===== src/rtl/regfile_pro_pkg.sv =====
// Shared constants, FSM encodings and helpers for the regfile_pro register file.
package regfile_pro_pkg;

  localparam int unsigned H_IDX = 4;
  localparam int unsigned L_IDX = 5;

  typedef enum logic [1:0] {
    ID_IDLE = 2'd0,
    ID_CALC = 2'd1,
    ID_WB   = 2'd2
  } id_state_e;

  typedef enum logic [1:0] {
    SN_IDLE    = 2'd0,
    SN_SAVE    = 2'd1,
    SN_RESTORE = 2'd2
  } sn_state_e;

  function automatic int unsigned clog2(input int unsigned v);
    int unsigned r;
    r = 0;
    while ((32'd1 << r) < v) r = r + 1;
    return r;
  endfunction

  // SP lives in the last pair of the array.
  function automatic int unsigned sp_pair(input int unsigned nregs);
    return nregs / 2 - 1;
  endfunction

endpackage


===== src/rtl/regfile_pro_incdec.sv =====
// Registered pair increment/decrement engine: latch pair, add/sub 1, write back.
module regfile_pro_incdec
  import regfile_pro_pkg::*;
#(
  parameter int unsigned DW = 8,
  parameter int unsigned PW = 2
) (
  input  logic          clk,
  input  logic          rst,
  input  logic          id_req,
  input  logic [PW-1:0] id_sel,
  input  logic          id_dec,
  input  logic          snap_busy,
  input  logic [2*DW-1:0] pair_val,
  output logic [PW-1:0] pair_sel,
  output logic          wb_en,
  output logic [2*DW-1:0] wb_data,
  output logic          id_busy,
  output logic          id_done
);

  localparam logic [2*DW-1:0] One = {{(2*DW-1){1'b0}}, 1'b1};

  id_state_e       state_q, state_d;
  logic [PW-1:0]   sel_q;
  logic            dec_q;
  logic [2*DW-1:0] res_q;
  logic            accept;

  assign accept = (state_q == ID_IDLE) && id_req && !snap_busy;

  always_comb begin
    state_d = state_q;
    unique case (state_q)
      ID_IDLE: if (accept) state_d = ID_CALC;
      ID_CALC: state_d = ID_WB;
      ID_WB:   state_d = ID_IDLE;
      default: state_d = ID_IDLE;
    endcase
  end

  always_ff @(posedge clk) begin
    if (rst) begin
      state_q <= ID_IDLE;
      sel_q   <= '0;
      dec_q   <= 1'b0;
      res_q   <= '0;
    end else begin
      state_q <= state_d;
      if (accept) begin
        sel_q <= id_sel;
        dec_q <= id_dec;
      end
      // Modulo 2^(2*DW) wrap falls out of the fixed-width add/sub.
      if (state_q == ID_CALC) res_q <= dec_q ? (pair_val - One) : (pair_val + One);
    end
  end

  assign pair_sel = sel_q;
  assign wb_en    = (state_q == ID_WB);
  assign wb_data  = res_q;
  assign id_busy  = (state_q != ID_IDLE);
  assign id_done  = (state_q == ID_WB);

endmodule


===== src/rtl/regfile_pro.sv =====
// Byte register file with pair ports, inc/dec engine and shadow snapshot engine.
// Define REGFILE_PRO_BYPASS_EN for write-through forwarding on all read outputs.
module regfile_pro
  import regfile_pro_pkg::*;
#(
  parameter int unsigned DW    = 8,
  parameter int unsigned NREGS = 8,
  parameter int unsigned NRD   = 2,
  localparam int unsigned AW   = clog2(NREGS),
  localparam int unsigned PW   = AW - 1
) (
  input  logic              clk,
  input  logic              rst,
  input  logic [NRD*AW-1:0] rd_addr,
  output logic [NRD*DW-1:0] rd_data,
  input  logic [PW-1:0]     rdw_sel,
  output logic [2*DW-1:0]   rdw_data,
  output logic [DW-1:0]     h,
  output logic [DW-1:0]     l,
  output logic [2*DW-1:0]   sp,
  input  logic              wr_en,
  input  logic [AW-1:0]     wr_addr,
  input  logic [DW-1:0]     wr_data,
  input  logic              wrw_en,
  input  logic [PW-1:0]     wrw_sel,
  input  logic [2*DW-1:0]   wrw_data,
  input  logic              id_req,
  input  logic [PW-1:0]     id_sel,
  input  logic              id_dec,
  output logic              id_busy,
  output logic              id_done,
  input  logic              snap_save,
  input  logic              snap_restore,
  output logic              snap_busy
);

  localparam int unsigned SpHi = 2 * sp_pair(NREGS);
  localparam int unsigned SpLo = SpHi + 1;

  logic [DW-1:0]    regs_q   [NREGS];
  logic [DW-1:0]    shadow_q [NREGS];
  logic [DW-1:0]    nxt      [NREGS];
  logic [DW-1:0]    view     [NREGS];
  logic [NREGS-1:0] we;

  logic [PW-1:0]    id_pair_sel;
  logic             id_wb_en;
  logic [2*DW-1:0]  id_wb_data;
  logic [2*DW-1:0]  id_pair_val;

  sn_state_e        sn_state_q, sn_state_d;
  logic [AW-1:0]    sn_idx_q, sn_idx_d;

  assign id_pair_val = {regs_q[{id_pair_sel, 1'b0}], regs_q[{id_pair_sel, 1'b1}]};

  regfile_pro_incdec #(
    .DW (DW),
    .PW (PW)
  ) u_incdec (
    .clk       (clk),
    .rst       (rst),
    .id_req    (id_req),
    .id_sel    (id_sel),
    .id_dec    (id_dec),
    .snap_busy (snap_busy),
    .pair_val  (id_pair_val),
    .pair_sel  (id_pair_sel),
    .wb_en     (id_wb_en),
    .wb_data   (id_wb_data),
    .id_busy   (id_busy),
    .id_done   (id_done)
  );

  // Snapshot engine: one register per cycle, index 0..NREGS-1.
  always_comb begin
    sn_state_d = sn_state_q;
    sn_idx_d   = sn_idx_q;
    unique case (sn_state_q)
      SN_IDLE: begin
        if ((snap_save || snap_restore) && !id_busy) begin
          sn_state_d = snap_save ? SN_SAVE : SN_RESTORE;
          sn_idx_d   = '0;
        end
      end
      SN_SAVE, SN_RESTORE: begin
        sn_idx_d = sn_idx_q + 1'b1;
        if (sn_idx_q == AW'(NREGS - 1)) sn_state_d = SN_IDLE;
      end
      default: sn_state_d = SN_IDLE;
    endcase
  end

  assign snap_busy = (sn_state_q != SN_IDLE);

  // Per-byte write priority: wrw > wr > inc/dec write-back > restore copy.
  always_comb begin
    for (int i = 0; i < NREGS; i++) begin
      we[i]  = 1'b0;
      nxt[i] = regs_q[i];
      if (wrw_en && wrw_sel == PW'(i / 2)) begin
        we[i]  = 1'b1;
        nxt[i] = (i % 2 == 0) ? wrw_data[2*DW-1:DW] : wrw_data[DW-1:0];
      end else if (wr_en && wr_addr == AW'(i)) begin
        we[i]  = 1'b1;
        nxt[i] = wr_data;
      end else if (id_wb_en && id_pair_sel == PW'(i / 2)) begin
        we[i]  = 1'b1;
        nxt[i] = (i % 2 == 0) ? id_wb_data[2*DW-1:DW] : id_wb_data[DW-1:0];
      end else if (sn_state_q == SN_RESTORE && sn_idx_q == AW'(i)) begin
        we[i]  = 1'b1;
        nxt[i] = shadow_q[i];
      end
    end
  end

  always_ff @(posedge clk) begin
    if (rst) begin
      for (int i = 0; i < NREGS; i++) begin
        regs_q[i]   <= '0;
        shadow_q[i] <= '0;
      end
      sn_state_q <= SN_IDLE;
      sn_idx_q   <= '0;
    end else begin
      for (int i = 0; i < NREGS; i++) begin
        if (we[i]) regs_q[i] <= nxt[i];
      end
      // Save captures the pre-edge value, ignoring same-cycle writes.
      if (sn_state_q == SN_SAVE) shadow_q[sn_idx_q] <= regs_q[sn_idx_q];
      sn_state_q <= sn_state_d;
      sn_idx_q   <= sn_idx_d;
    end
  end

`ifdef REGFILE_PRO_BYPASS_EN
  always_comb begin
    for (int i = 0; i < NREGS; i++) view[i] = we[i] ? nxt[i] : regs_q[i];
  end
`else
  always_comb begin
    for (int i = 0; i < NREGS; i++) view[i] = regs_q[i];
  end
`endif

  always_comb begin
    rd_data = '0;
    for (int k = 0; k < NRD; k++) rd_data[k*DW +: DW] = view[rd_addr[k*AW +: AW]];
  end

  assign rdw_data = {view[{rdw_sel, 1'b0}], view[{rdw_sel, 1'b1}]};
  assign h        = view[AW'(H_IDX)];
  assign l        = view[AW'(L_IDX)];
  assign sp       = {view[AW'(SpHi)], view[AW'(SpLo)]};

endmodule

===== config.mk =====
export PLATFORM = sky130hd
export DESIGN_NAME = regfile_pro
export DESIGN_NICKNAME = d
export VERILOG_FILES = /design/src/rtl/regfile_pro_pkg.sv /design/src/rtl/regfile_pro_incdec.sv /design/src/rtl/regfile_pro.sv
export SDC_FILE = /design/constraint.sdc
export NUM_CORES = 1
export LEC_CHECK = 0
export ABC_AREA = 0
export BUFFER_PORTS_ARGS = -buffer_cell sky130_fd_sc_hd__buf_4
export CORE_MARGIN = 2
export CORE_UTILIZATION = 55
export DETAILED_ROUTE_END_ITERATION = 6
export GPL_TIMING_DRIVEN = 0
export PLACE_DENSITY = 0.75
export SLEW_MARGIN = 20
export SYNTH_ARGS = -nofsm -noshare
export SYNTH_HDL_FRONTEND = slang
export SYNTH_SLANG_ARGS = --single-unit

===== constraint.sdc =====
create_clock -name clk -period 8 [get_ports clk]
set_clock_uncertainty 0.15 [all_clocks]
set_input_delay 0.8 -clock clk [delete_from_list [all_inputs] [get_ports clk]]
set_output_delay 0.8 -clock clk [all_outputs]
set_load 0.005 [all_outputs]

==> flow_metrics.tcl, run 1 <==
set metrics [dict create \
    grt-ovfl-total 0 \
    regArea_sq_um 4464 \
    firstDrtPassIters 7 \
    cp_common_cell "clkbuf_1" \
    clk_latency_ns 0.44 \
    syn-instance-count 995 \
    finalPower_mw 2.788 \
    yosysMostFrequentCell "nor2_1" \
    fmax_ghz 0.2906 \
    wl_per_cell_um 26.05 \
    fp.dieW_um 143.5 \
    drcViolationCount 25 \
    grt_max_degree 17 \
    place_ws_ns 4.576 \
    synthesis.nets 1066 \
    violations "design-rule violations" \
    die_height_um 143.5 \
    maxSlewHeadroom_pct 26.73 \
    drv_slew 0 \
    wl_met2_mm 16.12 \
    synth-edff-count 128 \
    highest_layer "met4" \
    startpoint "rd_addr[3]" \
    vias 9135 \
    post_cts_buffers 0 \
    criticalPathCategory "input port to output pin" \
    status "complete, but fails checks" \
    synthArstFlopShare_pct 0 \
    drive_gt1_share_pct 23.31 \
    yosysUniqueCellTypes 56 \
    initial_utilization_pct 55.51 \
    clock-sinks 159 \
    design_area_sq_um 12370 \
    path_cells "clkbuf_1, clkbuf_1, mux4_2, mux2_2, buf_4" \
    cts_buffer_depth 2 \
    synth.largest_area_cell "edfxtp_1" \
    fillCellCount 1605 \
    htree_levels 4 \
    ctsResizeCount 0 \
    antenna_found_initial 0 \
    drt-met1-wl_mm 13.67 \
    setup_ws_ns 4.559 \
    post_drt_via_cell_ratio 6.577 \
    hold_viol_final 0 \
    critical_path.max_stage_delay_ns 0.53 \
    post-route-util_pct 64.21 \
    cap_violations 0 \
    cts_buffers 17 \
    fin_crit_sh_pct 43.01 \
    p_per_area_nw_per_um2 225.3 \
    min_from "sn_state_q[0]$_SDFFE_PP0P_" \
    holdBufCountCts 0 \
    setup_viol_count_final 0 \
    cts_tree "built" \
    syn_area_per_cell_sq_um 10.75 \
    multiInputGateArea_sq_um 5827 \
    portBuffers 97 \
    ant_nets 0 \
    coreArea_sq_um 19270 \
    synth.area.top_cells "edfxtp_1 (36%), mux4_2 (17%), mux2i_1 (7.0%)" \
    grt_pass1_wl_mm 52.85 \
    clk_pin_slew_ns 0.06 \
    crit_path_end_kind "output pin" \
    cp-start-kind "input port" \
    wirelength_mm 36.19 \
    tightest_slew_ns 1.068 \
    cts-root-buf "clkbuf_16" \
    worstPathArrival_ns 2.49 \
    rsz0062_at_grt "false" \
    dr_wl_met3_mm 4.031 \
    rows 51 \
    ys_top_cells_by_count "nor2_1 (187), edfxtp_1 (128), nand2_1 (91)" \
    ys_ff_latch 159 \
    dp_hpwl_mm 28.13 \
    pin_count 114 \
    grt_use_total_pct 35.78 \
    gp_congestion 1.071 \
    place_area_sq_um 11770 \
    syn_area_sq_um 10700 \
    tns_ns 0 \
    cp_max_fo 10 \
    yosysWarnings 0 \
    ys.flop_type "edfxtp_1" \
    n_antenna_cell 0 \
    p_leak_nw 4.626 \
    first_global_vias 8666 \
    yosysSeqAreaShare_pct 41.73 \
    nets 1182 \
    drt_iter0_drc 1283 \
    hold_path.class "flip-flop to flip-flop" \
    crit_family "buffers and inverters" \
    cp_num_buf_inv 3 \
    required_ns 7.05 \
    dieArea_sq_um 20580 \
    syn_to_final_growth_pct 15.67 \
    vdd_ir_drop_max_uv 141.8 \
    crit_slowest_cell "clkbuf_1" \
    min_period_ns 3.441 \
    netlist.area_leader.share_pct 35.93 \
]
## per-layer routing
| layer | track usage, % | vias up |
|---|---|---|
| met5 | 0 | - |
| met4 | 21.93 | 0 |
| met3 | 6.664 | 130 |
| met2 | 54.74 | 684 |
| met1 | 47.56 | 4336 |
| li1 | - | 3985 |
## layout make-up
cell class | instances | area share [%]
sequential | 159 | 36.08
multi-input combinational | 744 | 47.09
clock inverter | 11 | 0.6775
timing repair buffer | 97 | 5.885
clock buffer | 21 | 4.247
buffer | 75 | 2.831
tap | 265 | 2.679
inverter | 17 | 0.5157
## worst paths after layout
path | end | slack, ns | cells past startpoint
setup / recovery | rd_data[13] | 4.56 | 5
hold reg to reg | sn_state_q[0]$_SDFFE_PP0P_ | 0.35 | 2
setup reg to reg | u_incdec.wb_data[14]$_SDFFE_PP0N_ | 4.67 | 10
hold / removal | sn_state_q[0]$_SDFFE_PP0P_ | 0.35 | 2
## sequential cells by signal, summed over array words and instances, names as in the netlist, named ones only
register,count
u_incdec.dec_q,1
u_incdec.wb_data,16
sn_idx_q,3
sn_state_q,2
regs_q,64
shadow_q,64
u_incdec.state_q,2
u_incdec.pair_sel,2
## tightest hold or removal path, cell delays in order, from the launching register on
cell	delay, ns
dfxtp_1	0.33
nand2_1	0.07
a21oi_1	0.05
## cells by family after synthesis
group           Yosys count  share of synthesized area [%]
compound gates          199                          11.87
xor+xnor                  9                         0.7369
fa+ha+maj                24                          2.877
buf+inv                  92                          3.871
flops                   159                          41.73
mux                     173                          25.70
simple gates            339                          13.22
## through the flow
stage | hold slack (ns) | cells
floorplan | 0.2993 | 995
global placement | 0.3238 | 1357
detailed placement | 0.3298 | 1357
CTS | 0.3369 | 1389
global route | 0.3755 | 1389
finish | 0.3470 | 1389
## power breakdown
group          total [mW]  switching, mW  internal, mW
Clock               0.837          0.359         0.478
Sequential           1.12          0.136         0.980
Combinational       0.836          0.474         0.362
## cells in the final DEF (no fill, tap or decap), drive strengths merged, types with 9 or more instances in the layout
master,count
clkbuf,70
mux2,17
mux4,79
nand3,22
edfxtp,128
dfxtp,31
a211oi,54
inv,24
ha,23
o21ai,46
a21oi,66
buf,123
mux2i,77
nor3,9
nand2,91
nor2,187
No activity file was read; power rests on OpenSTA's default activity.
==> run 2, diff against run 1 <==
Settings changed: ABC_AREA 0 to 1, PLACE_DENSITY 0.75 to 0.78.
Clock period 8 ns to 2.8 ns, I/O delays scaled along.
==> flow_metrics.tcl, run 2 <==
set metrics [dict create \
    status "complete, but fails checks" \
    violations "design-rule violations, negative setup slack" \
    top_usage_layer "met2" \
    gp_congestion 1.085 \
    grt_pass1_wl_mm 69.60 \
    tns_ns -0.03143 \
    rsz0062_at_grt "true" \
    grt_max_degree 17 \
    ys_top_cells_by_count "o21ai_0 (301), a21oi_1 (224), nand2_1 (208)" \
    yosysUniqueCellTypes 42 \
    ant_nets 0 \
    setup_viol_count_final 2 \
    cap_violations 0 \
    wirelength_mm 47.68 \
    yosysMostFrequentCell "o21ai_0" \
    grt_use_total_pct 44.11 \
    portBuffers 112 \
    layout_common_cells "o21ai_0 (295), a21oi_1 (218), nand2_1 (206)" \
    drv_slew 0 \
    vias 12320 \
    yosysWarnings 0 \
    dp.cells 1881 \
    p_leak_nw 5.202 \
    critical_path.max_stage_delay_ns 0.63 \
    firstDrtPassIters 7 \
    drcViolationCount 1 \
    syn_area_sq_um 11050 \
    multiInputGateArea_sq_um 5769 \
    syn-instance-count 1504 \
    cp_num_buf_inv 3 \
    fin_crit_sh_pct 100.8 \
    holdBufCountCts 0 \
    htree_levels 4 \
    post-route-util_pct 66.37 \
    drt_iter0_drc 1736 \
    cp_common_cell "inv_1" \
    power_frac_seq_pct 33.6 \
    cts-root-buf "clkbuf_16" \
    vdd_ir_drop_max_uv 620.5 \
    synth-edff-count 128 \
    crit_family "compound AO/OA/AOI/OAI gates" \
    criticalPathCategory "flip-flop to flip-flop" \
    grtUsageMet3_pct 8.464 \
    coreArea_sq_um 19590 \
    synthesis.nets 1575 \
    drive_gt1_share_pct 15.77 \
    synthArstFlopShare_pct 0 \
    ys_ff_latch 159 \
    fmax_ghz 0.3543 \
    place_ws_ns -0.3421 \
    syn_area_per_cell_sq_um 7.345 \
    pin_count 114 \
    worstPathArrival_ns 3.05 \
    die_height_um 145.7 \
    cts_buffer_depth 2 \
    cp-start-kind "flip-flop" \
    crit_path_end_kind "flip-flop" \
    synth.area.top_cells "edfxtp_1 (35%), o21ai_0 (14%), a21oi_1 (10%)" \
    synth.largest_area_cell "edfxtp_1" \
    p_clk_share_pct 24.7 \
    tightest_slew_ns 0.8040 \
    dieArea_sq_um 21230 \
    path_cells "a21oi_1, a32oi_2, inv_1, fa_1, o21ai_4, a21boi_4, buf_4, xnor2_1, o21ai_0, inv_1" \
    antenna_found_initial 2 \
    hold_viol_final 0 \
    p_per_area_nw_per_um2 733.4 \
    syn_to_final_growth_pct 17.70 \
    regArea_sq_um 4467 \
    yosysSeqAreaShare_pct 40.41 \
    cp_max_fo 6 \
    setup_ws_ns -0.02258 \
    first_global_vias 11140 \
    cts_buffers 17 \
    rows 51 \
    clk_latency_ns 0.43 \
    dp_hpwl_mm 36.00 \
    post_drt_via_cell_ratio 6.413 \
    p_sw_mw 4.087 \
    nets 1713 \
    clock-sinks 159 \
    ys.flop_type "edfxtp_1" \
    cts_tree "built" \
    wl_per_cell_um 24.82 \
    grtUsageMet1_pct 57.58 \
    combPwrFrac_pct 41.7 \
    netlist.area_leader.share_pct 34.79 \
    p_int_mw 5.449 \
    min_period_ns 2.823 \
    fp.dieW_um 145.7 \
    clk_pin_slew_ns 0.07 \
    fillCellCount 1672 \
    grt-ovfl-total 0 \
    required_ns 3.03 \
    hold_path.class "input port to flip-flop" \
    finalPower_mw 9.536 \
    grt_use_met2_pct 67.15 \
    layoutNonFillerInstCount 1921 \
    netSwitchingFraction_pct 42.86 \
    maxSlewHeadroom_pct 46.40 \
    crit_slowest_cell "edfxtp_1" \
    initial_utilization_pct 56.39 \
    final_common_cell "o21ai_0" \
]
## run 2: final timing paths
check             slack [ns]                  startpoint                                to  cells past startpoint
setup / recovery       -0.02  regs_q[7][1]$_SDFFCE_PP0P_  u_incdec.wb_data[6]$_SDFFE_PP0N_                     10
hold / removal          0.03                   snap_save        sn_state_q[0]$_SDFFE_PP0P_                      3
hold reg to reg         0.37  sn_state_q[1]$_SDFFE_PP0P_        sn_state_q[1]$_SDFFE_PP0P_                      2
setup reg to reg       -0.02  regs_q[7][1]$_SDFFCE_PP0P_  u_incdec.wb_data[6]$_SDFFE_PP0N_                     10
## run 2: cells by family after synthesis
logic type | Yosys count | share of synthesized area [%]
compound gates | 635 | 30.90
xor+xnor | 8 | 0.6343
fa+ha+maj | 24 | 2.786
buf+inv | 227 | 8.291
flops | 159 | 40.41
simple gates | 451 | 16.98
## run 2: worst register-to-register path: stages, from the launching register on
cell      delay (ns)
edfxtp_1        0.63
a21oi_1         0.16
a32oi_2         0.26
inv_1           0.09
fa_1            0.45
o21ai_4         0.22
a21boi_4        0.10
buf_4           0.14
xnor2_1         0.35
o21ai_0         0.15
inv_1           0.07
## run 2: area by class of cell
class,instances,area share [%]
clock inverter,8,0.4619
timing repair buffer,119,6.871
multi-input combinational,1118,44.37
clock buffer,24,4.157
inverter,140,4.042
sequential,159,34.35
tap,265,2.550
antenna,1,0.01925
buffer,87,3.176
## run 2: timing repair
| item | CTS | global route |
|---|---|---|
| endpoints found under the setup margin | 12 | 11 |
| gates resized for setup | 18 | 30 |
| buffers inserted | 1 | 6 |
| gates cloned | 0 | 0 |
| pin swaps | 1 | 9 |
## run 2: through the flow
stage | area, sq um | hold WS [ns]
after CTS | 12880 | 0.02813
after floorplan | 11050 | 0.3234
after global routing | 13000 | 0.08178
after global placement | 12220 | 0.3387
after detailed placement | 12220 | 0.3709
final | 13000 | 0.03108
## run 2: power by group through the flow
stage	combinational [mW]	sequential (mW)	clock, mW
after floorplan	2.22	3.03	0
after global placement	3.46	3.21	0
after detailed placement	3.54	3.21	0
after CTS	3.63	3.16	2.33
after global routing	4.26	3.20	2.41
final	3.98	3.21	2.35
## run 2: routing by layer
layer  part of all wire (%)  vias up  wire, um
met1                     37     5578     17750
met4                    7.6        0      3615
li1                       -     5522         -
met5                      0        -         0
met2                     43     1010     20450
met3                     12      210      5872
==> run 3, diff against run 2 <==
Settings changed: CAP_MARGIN set to 10, RECOVER_POWER set to 25.
==> flow_metrics.tcl, run 3 (synthesis results as in run 2) <==
set metrics [dict create \
    grtUsageMet1_pct 57.58 \
    pin_count 114 \
    wl_per_cell_um 24.78 \
    critical_path.max_stage_delay_ns 0.62 \
    clk_latency_ns 0.43 \
    holdBufCountCts 0 \
    regToRegStartpoint "regs_q[7][1]$_SDFFCE_PP0P_" \
    nets 1713 \
    drv_slew 0 \
    dp.cells 1881 \
    grt_max_degree 17 \
    p_leak_nw 5.186 \
    top_usage_layer "met2" \
    timing.reg2reg.setup_slack_ns 0.02 \
    fin_crit_sh_pct 99.42 \
    required_ns 3.03 \
    final_common_cell "o21ai_0" \
    setup_viol_count_final 0 \
    drive_gt1_share_pct 15.59 \
    gp_congestion 1.085 \
    cp-start-kind "flip-flop" \
    cp_max_fo 6 \
    rsz0062_at_grt "true" \
    htree_levels 4 \
    cts-root-buf "clkbuf_16" \
    firstDrtPassIters 6 \
    place_ws_ns -0.3421 \
    crit_slowest_cell "edfxtp_1" \
    p_per_area_nw_per_um2 732.9 \
    place_area_sq_um 12220 \
    fmax_ghz 0.3592 \
    dieArea_sq_um 21230 \
    worstPathArrival_ns 3.01 \
    rows 51 \
    coreArea_sq_um 19590 \
    fp.dieW_um 145.7 \
    design_area_sq_um 12990 \
    layout_common_cells "o21ai_0 (295), a21oi_1 (218), nand2_1 (207)" \
    grt_pass1_wl_mm 69.60 \
    vias 12360 \
    fillCellCount 1673 \
    vdd_ir_drop_max_uv 618.3 \
    hold_slack_ns 0.02975 \
    setup_ws_ns 0.01638 \
    clock-sinks 159 \
    grtUsageMet3_pct 8.464 \
    worstHoldEndpoint "sn_state_q[0]$_SDFFE_PP0P_" \
    cts_buffer_depth 2 \
    rr_endpoint "u_incdec.wb_data[6]$_SDFFE_PP0N_" \
    drt_iter0_drc 1710 \
    cts_buffers 17 \
    reg2reg_depth 10 \
    cp_common_cell "inv_1" \
    criticalPathCategory "flip-flop to flip-flop" \
    status "completed" \
    hold_path.class "input port to flip-flop" \
    first_global_vias 11140 \
    portBuffers 112 \
    initial_utilization_pct 56.39 \
    tns_ns 0 \
    antenna_found_initial 2 \
    cts_tree "built" \
    multiInputGateArea_sq_um 5767 \
    worstHoldPathCells 3 \
    clk_pin_slew_ns 0.07 \
    dp_hpwl_mm 36.00 \
    min_from "snap_save" \
    path_cells "a21oi_1, a32oi_2, inv_1, fa_1, o21ai_4, a21boi_4, buf_4, xnor2_1, o21ai_0, inv_1" \
    grt-ovfl-total 0 \
    wirelength_mm 47.60 \
    die_height_um 145.7 \
    regArea_sq_um 4467 \
    syn_to_final_growth_pct 17.61 \
    cap_violations 0 \
    crit_path_end_kind "flip-flop" \
    layoutNonFillerInstCount 1921 \
    grt_use_total_pct 44.11 \
    grt_use_met2_pct 67.15 \
    hold_viol_final 0 \
    maxSlewHeadroom_pct 46.39 \
    tightest_slew_ns 0.8041 \
    ant_nets 0 \
    min_period_ns 2.784 \
    drcViolationCount 0 \
    post_drt_via_cell_ratio 6.435 \
]
-- run 3: changes by cell type in the layout (fill, tap and decap cells not counted) --
cell,previous run,this run
buf_4,128,101
nand2_1,206,207
clkbuf_4,1,26
nand2_2,15,14
clkbuf_1,45,47
-- run 3: worst max path at each step --
| stage | from | endpoint | slack [ns] | cells after the start |
|---|---|---|---|---|
| after floorplan | flip-flop | u_incdec.wb_data[8]$_SDFFE_PP0N_ | 0.38 | 13 |
| after global placement | flip-flop | u_incdec.wb_data[8]$_SDFFE_PP0N_ | -0.30 | 12 |
| after detailed placement | flip-flop | u_incdec.wb_data[8]$_SDFFE_PP0N_ | -0.34 | 12 |
| after CTS | flip-flop | u_incdec.wb_data[14]$_SDFFE_PP0N_ | 0.006 | 17 |
| after global routing | flip-flop | u_incdec.wb_data[8]$_SDFFE_PP0N_ | -0.04 | 12 |
| final | regs_q[7][1]$_SDFFCE_PP0P_ | u_incdec.wb_data[6]$_SDFFE_PP0N_ | 0.02 | 10 |
-- run 3: timing repair --
item                       CTS  global route
setup endpoints to repair   12            11
pin swaps                    1             9
setup buffers                1             6
cloned                       0             0
resized for setup           18            30
-- run 3: report_power, final --
| part | internal [mW] | switching (mW) |
|---|---|---|
| clock network | 1.37 | 0.971 |
| logic | 1.23 | 2.74 |
| registers | 2.84 | 0.363 |
| total | 5.44 | 4.08 |
-- run 3: cell type report --
cell class	instances	share of cell area [%]
Sequential cell	159	34.38
Clock buffer	24	4.160
Timing Repair Buffer	119	6.818
Inverter	140	4.045
Buffer	87	3.178
Clock inverter	8	0.4622
Antenna cell	1	0.01926
Tap cell	265	2.552
Multi-Input combinational cell	1118	44.39
-- run 3: critical path: cells and delay by family (launching register included) --
kind	cells	cell delay (ns)
xor+xnor	1	0.34
buf+inv	3	0.29
flops	1	0.62
fa+ha+maj	1	0.45
compound gates	5	0.86
-- run 3: stage by stage --
stage                     utilization (%)  power [mW]
after floorplan                         -       5.243
after global placement              62.37       6.666
after detailed placement            62.37       6.751
after CTS                           65.75       9.121
after global routing                66.31       9.870
final                               66.32       9.522
-- run 3: per-layer routing --
metal | routed length, um | vias to the layer above
met4 | 3670 | 0
met2 | 20310 | 1072
li1 | - | 5519
met3 | 6221 | 207
met1 | 17400 | 5563
met5 | 0 | -
